### config.mk
export PLATFORM = sky130hd
export DESIGN_NAME = ipd_sample_io
export DESIGN_NICKNAME = d
export VERILOG_FILES = /design/src/rtl/ipd_sample_io.sv
export SDC_FILE = /design/constraint.sdc
export NUM_CORES = 1
export LEC_CHECK = 0
export BUFFER_PORTS_ARGS = -buffer_cell sky130_fd_sc_hd__buf_2
export CAP_MARGIN = 40
export CORE_AREA = 5 5 87 89
export DETAILED_ROUTE_END_ITERATION = 7
export DIE_AREA = 0 0 92 94
export PLACE_DENSITY = 0.58
export SLEW_MARGIN = 20
export SYNTH_ARGS = -nofsm -noshare
export SYNTH_HDL_FRONTEND = slang
export SYNTH_SLANG_ARGS = --single-unit
### constraint.sdc
create_clock -name clock -period 1.9 [get_ports clock]
set_input_delay 0.475 -clock clock [delete_from_list [all_inputs] [get_ports clock]]
set_output_delay 0.475 -clock clock [all_outputs]
set_load 0.05 [all_outputs]
### src/rtl/ipd_sample_io.sv
`timescale 1ns/1ps
`default_nettype none
// ============================================================================
// Module      : ipd_sample_io
// Description : Plant-side sequencer for the IPD controller. A free-running
//               tick counter paces the loop at SampleDiv clocks per sample.
//               For each sample it fetches y_k from the ADC (req/valid),
//               fires the controller's one-cycle enable, waits out the
//               controller pipeline, then saturates salida_IPD into an
//               unsigned DAC code and strobes dac_load.
// Optional    : IPD_SAMPLE_IO_TIMEOUT_EN enables the ADC answer timeout
//               (AdcTimeout cycles in REQ). Undefined: REQ waits forever
//               and adc_timeout is tied low.
// Ports       : clock, reset (async, active-low)
//               enable              loop run; low holds the tick counter
//               adc_req/adc_valid/adc_data   ADC handshake and sample
//               y_k, ipd_enable     registered sample and step strobe to IPD
//               salida_IPD          controller output (signed)
//               dac_data, dac_load  saturated DAC code and its load strobe
//               busy                sample in progress (REQ..OUT)
//               overrun             sticky: tick dropped while busy
//               adc_timeout         sticky: ADC did not answer in time
// Revision    : 1.0 - initial release
// ============================================================================
module ipd_sample_io #(
    parameter int Width       = 19,
    parameter int Presicion   = 0,
    parameter int OutWidth    = 12,
    parameter int SampleDiv   = 1000,
    parameter int PipeLatency = 4,
    parameter int AdcTimeout  = 255
) (
    input  logic                    clock,
    input  logic                    reset,
    input  logic                    enable,
    output logic                    adc_req,
    input  logic                    adc_valid,
    input  logic signed [Width-1:0] adc_data,
    output logic signed [Width-1:0] y_k,
    output logic                    ipd_enable,
    input  logic signed [Width-1:0] salida_IPD,
    output logic [OutWidth-1:0]     dac_data,
    output logic                    dac_load,
    output logic                    busy,
    output logic                    overrun,
    output logic                    adc_timeout
);

    // ------------------------------------------------------------------
    // Constants
    // ------------------------------------------------------------------
    localparam int c_CNT_W  = (SampleDiv > 1) ? $clog2(SampleDiv) : 1;
    localparam int c_WAIT_W = (PipeLatency > 0) ? $clog2(PipeLatency + 1) : 1;

    localparam logic [c_CNT_W-1:0]  c_TICK_LAST = c_CNT_W'(SampleDiv - 1);
    localparam logic [c_CNT_W-1:0]  c_CNT_ONE   = c_CNT_W'(1);
    localparam logic [c_WAIT_W-1:0] c_WAIT_LOAD = c_WAIT_W'(PipeLatency);
    localparam logic [c_WAIT_W-1:0] c_WAIT_ONE  = c_WAIT_W'(1);

    typedef enum logic [2:0] {
        S_IDLE = 3'd0,
        S_REQ  = 3'd1,
        S_STEP = 3'd2,
        S_WAIT = 3'd3,
        S_OUT  = 3'd4
    } state_t;

    // ------------------------------------------------------------------
    // State
    // ------------------------------------------------------------------
    state_t                  state_q;
    logic [c_CNT_W-1:0]      tick_cnt_q;
    logic [c_CNT_W-1:0]      tick_cnt_d;
    logic [c_WAIT_W-1:0]     wait_q;
    logic                    adc_req_q;
    logic signed [Width-1:0] y_k_q;
    logic                    ipd_enable_q;
    logic [OutWidth-1:0]     dac_data_q;
    logic                    dac_load_q;
    logic                    overrun_q;

    logic                    w_tick;
    logic signed [Width-1:0] w_shifted;
    logic [OutWidth-1:0]     w_sat;

`ifdef IPD_SAMPLE_IO_TIMEOUT_EN
    localparam int c_TO_W = (AdcTimeout > 1) ? $clog2(AdcTimeout) : 1;
    localparam logic [c_TO_W-1:0] c_TO_LAST = c_TO_W'(AdcTimeout - 1);
    localparam logic [c_TO_W-1:0] c_TO_ONE  = c_TO_W'(1);

    logic [c_TO_W-1:0] to_cnt_q;
    logic              timeout_q;
`else
    // Timeout depth has no meaning in this build; referenced only to keep
    // the parameter list identical across both configurations.
    logic w_unused_cfg;
    assign w_unused_cfg = (AdcTimeout < 0);
`endif

    // ------------------------------------------------------------------
    // Sample tick: the wrap of the 0..SampleDiv-1 counter. Holding enable
    // low parks the counter at 0, so the first tick after enable rises
    // lands exactly SampleDiv cycles later.
    // ------------------------------------------------------------------
    always_comb begin
        w_tick = enable && (tick_cnt_q == c_TICK_LAST);
        if (!enable || w_tick) begin
            tick_cnt_d = '0;
        end else begin
            tick_cnt_d = tick_cnt_q + c_CNT_ONE;
        end
    end

    // ------------------------------------------------------------------
    // Saturation of the controller output into the unsigned DAC range.
    // After the arithmetic shift, a set sign bit means negative (clamp to
    // 0) and any set bit above the DAC width means too large (clamp to max).
    // ------------------------------------------------------------------
    always_comb begin
        w_shifted = salida_IPD >>> Presicion;
        if (w_shifted[Width-1]) begin
            w_sat = '0;
        end else if (|w_shifted[Width-2:OutWidth]) begin
            w_sat = '1;
        end else begin
            w_sat = w_shifted[OutWidth-1:0];
        end
    end

    // ------------------------------------------------------------------
    // Sequencer with registered outputs
    // ------------------------------------------------------------------
    always_ff @(posedge clock or negedge reset) begin
        if (!reset) begin
            state_q      <= S_IDLE;
            tick_cnt_q   <= '0;
            wait_q       <= '0;
            adc_req_q    <= 1'b0;
            y_k_q        <= '0;
            ipd_enable_q <= 1'b0;
            dac_data_q   <= '0;
            dac_load_q   <= 1'b0;
            overrun_q    <= 1'b0;
`ifdef IPD_SAMPLE_IO_TIMEOUT_EN
            to_cnt_q     <= '0;
            timeout_q    <= 1'b0;
`endif
        end else begin
            tick_cnt_q <= tick_cnt_d;

            // A tick only exists while enable is high, so the clear and
            // the set can never compete.
            if (!enable) begin
                overrun_q <= 1'b0;
            end else if (w_tick && (state_q != S_IDLE)) begin
                overrun_q <= 1'b1;
            end

`ifdef IPD_SAMPLE_IO_TIMEOUT_EN
            // Default clear; an abort in the same cycle overrides below.
            if (!enable) begin
                timeout_q <= 1'b0;
            end
`endif

            case (state_q)
                S_IDLE: begin
                    if (w_tick) begin
                        adc_req_q <= 1'b1;
                        state_q   <= S_REQ;
`ifdef IPD_SAMPLE_IO_TIMEOUT_EN
                        to_cnt_q  <= '0;
`endif
                    end
                end

                S_REQ: begin
                    if (adc_valid) begin
                        y_k_q        <= adc_data;
                        adc_req_q    <= 1'b0;
                        ipd_enable_q <= 1'b1;
                        state_q      <= S_STEP;
                    end
`ifdef IPD_SAMPLE_IO_TIMEOUT_EN
                    else if (to_cnt_q == c_TO_LAST) begin
                        // ADC silent for AdcTimeout cycles: abandon the
                        // sample, keep the previous y_k, no strobes.
                        adc_req_q <= 1'b0;
                        timeout_q <= 1'b1;
                        state_q   <= S_IDLE;
                    end else begin
                        to_cnt_q <= to_cnt_q + c_TO_ONE;
                    end
`endif
                end

                S_STEP: begin
                    ipd_enable_q <= 1'b0;
                    wait_q       <= c_WAIT_LOAD;
                    state_q      <= S_WAIT;
                end

                S_WAIT: begin
                    // PipeLatency WAIT cycles: the last one sees the valid
                    // controller output, captured here so dac_data and
                    // dac_load appear together in OUT.
                    if (wait_q <= c_WAIT_ONE) begin
                        dac_data_q <= w_sat;
                        dac_load_q <= 1'b1;
                        state_q    <= S_OUT;
                    end else begin
                        wait_q <= wait_q - c_WAIT_ONE;
                    end
                end

                S_OUT: begin
                    dac_load_q <= 1'b0;
                    state_q    <= S_IDLE;
                end

                default: begin
                    adc_req_q    <= 1'b0;
                    ipd_enable_q <= 1'b0;
                    dac_load_q   <= 1'b0;
                    state_q      <= S_IDLE;
                end
            endcase
        end
    end

    // ------------------------------------------------------------------
    // Outputs
    // ------------------------------------------------------------------
    assign adc_req    = adc_req_q;
    assign y_k        = y_k_q;
    assign ipd_enable = ipd_enable_q;
    assign dac_data   = dac_data_q;
    assign dac_load   = dac_load_q;
    assign busy       = (state_q != S_IDLE);
    assign overrun    = overrun_q;

`ifdef IPD_SAMPLE_IO_TIMEOUT_EN
    assign adc_timeout = timeout_q;
`else
    assign adc_timeout = 1'b0;
`endif

endmodule

`default_nettype wire

==> results_dict.tcl <==
set metrics [dict create \
    outcome "finished clean" \
    setup-tns-final_ps 0 \
    initial_utilization 0.3375 \
    synthDominantAreaCellType "sky130_fd_sc_hd__dfrtp_1" \
    setup_viol 0 \
    syn_to_final_growth_pct 26.64 \
    numPortBuffers 77 \
    placeableCoreArea_sq_um 6681 \
    tritoncts "built" \
    vdd.ir_drop.worst_uv 806.0 \
    yosys_warning_count 0 \
    synth_edf_count 0 \
    ys_seq_area_frac 0.5660 \
    cellLeakagePower_nw 1.385 \
    grt.total_usage 0.1160 \
    p_comb_frac 0.521 \
    cts_buffer_depth 2 \
    ant_nets 0 \
    drcViolationCount 0 \
    overflow_left_after_global_routing 0 \
    period_utilization_post_route 0.9577 \
    postSynthRegisterBits 51 \
    fin_worst_skew_ps 7.338 \
    netlist_area_sq_um 2255 \
    end_kind "output pin" \
    clock_sinks 51 \
    timing.final.ws_setup_ps 80.44 \
    vias_per_cell 4.668 \
    switching_share 0.4869 \
    synth_async_sr_flop_share 1.000 \
    worst_ep_required_ps 1420 \
    synth_area_leaders "sky130_fd_sc_hd__dfrtp_1 (57%), sky130_fd_sc_hd__mux2_2 (10%), sky130_fd_sc_hd__nor2_1 (4.0%)" \
    place.gp.congestion 0.7570 \
    timing_hold_violations_final 0 \
    synth.distinct_cells 43 \
    cts-hold-fix-buffers 0 \
    avgSynthCellArea_sq_um 11.05 \
    floorplan.die_area_sq_um 8648 \
    clk_root_buffer_cell "sky130_fd_sc_hd__clkbuf_8" \
    power_density_nw_per_um2 1891 \
    worst_setup_hold_path_clk_slew_ps 90 \
    nFillCells 651 \
    slew_viol_final 0 \
    number_of_buffers_inserted_during_clock_tree_synthesis 5 \
    initial_antenna_violation_count 0 \
    min_path_type "input pin to async pin" \
    power.internal_mw 2.770 \
    routed_wire_length_per_instance_um 13.27 \
    switchingPower_mw 2.628 \
    rows 30 \
    critical_path.startpoint_type "flip-flop" \
    worstPathArrival_ps 1340 \
    drt_iter0_markers 56 \
    postSynthNetCount 249 \
    rsz0062_at_grt "no" \
    vias 1704 \
    drv.max_cap_violation_count 0 \
    grt.busiest_layer "met2" \
    yosys.area.top_type_share 0.5660 \
    via_count_of_the_first_global_routing_pass 1726 \
    worst_r2r_path_depth 6 \
    pin_count_of_the_biggest_net_entering_global_routing 35 \
    post_synth_inst_count 204 \
    grt_met1_usage 0.1512 \
    first_pass_grt_wire_length_um 8135 \
    place_ws_ps 84.88 \
    power_share_of_the_clock_group 0.147 \
    die_width_um 92 \
    clock.fmax_ghz 0.5496 \
    reg_power_frac 0.331 \
    layout_min_cycle_time_ps 1820 \
    detailed_place_hpwl_um 3716 \
    synth_most_common_cell "sky130_fd_sc_hd__dfrtp_1" \
    timing.critical_path.fanout_max 8 \
    criticalPathCategory "flip-flop to output pin" \
    final_layout_size_suffix_gt1_frac 0.4281 \
    met2_usage 0.1928 \
    postSynth.topFlopCell "sky130_fd_sc_hd__dfrtp_1" \
    met3_usage 0.02724 \
    ioPinCount 79 \
    synthTopCellsByCount "sky130_fd_sc_hd__dfrtp_1 (51), sky130_fd_sc_hd__nor2_1 (24), sky130_fd_sc_hd__mux2_2 (20)" \
    drt_wl_total_um 4842 \
    fp.dieH_um 94 \
    antenna_cells 0 \
    worst_skew_pair.late_latency_ps 300 \
    finalCoreUtilization 0.4273 \
    cts.htree.levels 2 \
    drt_first_pass_iters 4 \
    nNetsFinal 329 \
]
==> power groups by stage <==
stage | Combinational, mW | Sequential (mW) | Clock [mW]
after floorplan | 0.911 | 3.06 | 0
after global placement | 2.80 | 1.79 | 0
after detailed placement | 2.85 | 1.80 | 0
after CTS | 2.85 | 1.79 | 0.829
after global routing | 3.02 | 1.87 | 0.869
final | 2.81 | 1.79 | 0.795
==> metrics by stage <==
step	hold slack [ps]	area [sq um]	total power, mW	std cells
final	94.70	2855	5.398	365
after global routing	115.3	2855	5.755	365
after CTS	99.50	2851	5.468	365
after detailed placement	433.3	2725	4.649	357
after global placement	433.7	2725	4.592	357
after floorplan	179.4	2255	3.971	204
==> flip-flops by register name, summed over array words and instances, names as in the netlist <==
| name | count |
|---|---|
| adc_req | 1 |
| dac_data | 12 |
| dac_load | 1 |
| ipd_enable | 1 |
| overrun | 1 |
| state_q | 3 |
| tick_cnt_q | 10 |
| wait_q | 3 |
| y_k | 19 |
==> layer usage <==
metal	wire length, um	part of all wire
met4	57	0.012
met3	312	0.064
met5	0	0
met2	2398	0.50
met1	2074	0.43
==> cell families (layout without fill, tap and decap cells) <==
kind of cell               Yosys count  in the layout  share of synthesized area
other                                1              1                   0.001663
muxes                               20             20                    0.09989
xor gates and xnor gates             5              5                    0.01943
DFF                                 51             51                     0.5660
and+or+nand+nor                     72             72                     0.1632
adders and majority gates            3              3                    0.01665
AOI/OAI and AO/OA                   35             35                    0.09435
buffers and inverters               17             98                    0.03884
==> critical path: stages, from the launching register on <==
cell and delay [ps]:
sky130_fd_sc_hd__dfrtp_2 480, sky130_fd_sc_hd__nor3_2 250, sky130_fd_sc_hd__inv_1 90, sky130_fd_sc_hd__buf_2 220
==> layout make-up <==
cell class                 count  area, sq um  area share
clock buffer                   6        82.58     0.02892
multi-input combinational    136        898.4      0.3146
tap                           80        100.1     0.03506
inverter                      10        37.54     0.01315
timing repair buffer          80        420.4      0.1472
clock inverter                 2        38.79     0.01358
sequential                    51         1277      0.4474
==> final timing paths <==
kind	from	slack, ps	to
min in group clock	adc_data[7]	400	y_k[7]
max in group asynchronous	reset	1280	tick_cnt_q[9]
max	state_q[1]	80	busy
min	reset	90	y_k[10]
max reg2reg	wait_q[1]	180	wait_q[0]
min reg2reg	dac_data[5]	490	dac_data[5]
==> repair_timing <==
action	4_1_cts	5_1_grt
endpoints found under the setup margin	1	2
buffers inserted	0	0
resized for setup	1	2
==> layout by cell type (no fill, tap or decap), drive strengths merged, types with 3 or more instances in the layout <==
cell    netlist  final
nor3          3      3
nor2b         4      4
buf           4     80
clkbuf        3      6
inv          10     11
mux2         20     20
ha            3      3
nand2        19     19
nor2         24     24
nand3         8      8
o21ai        19     19
a21oi         9      9
dfrtp        51     51
xnor2         3      3
(Power assumes the default switching activity.)
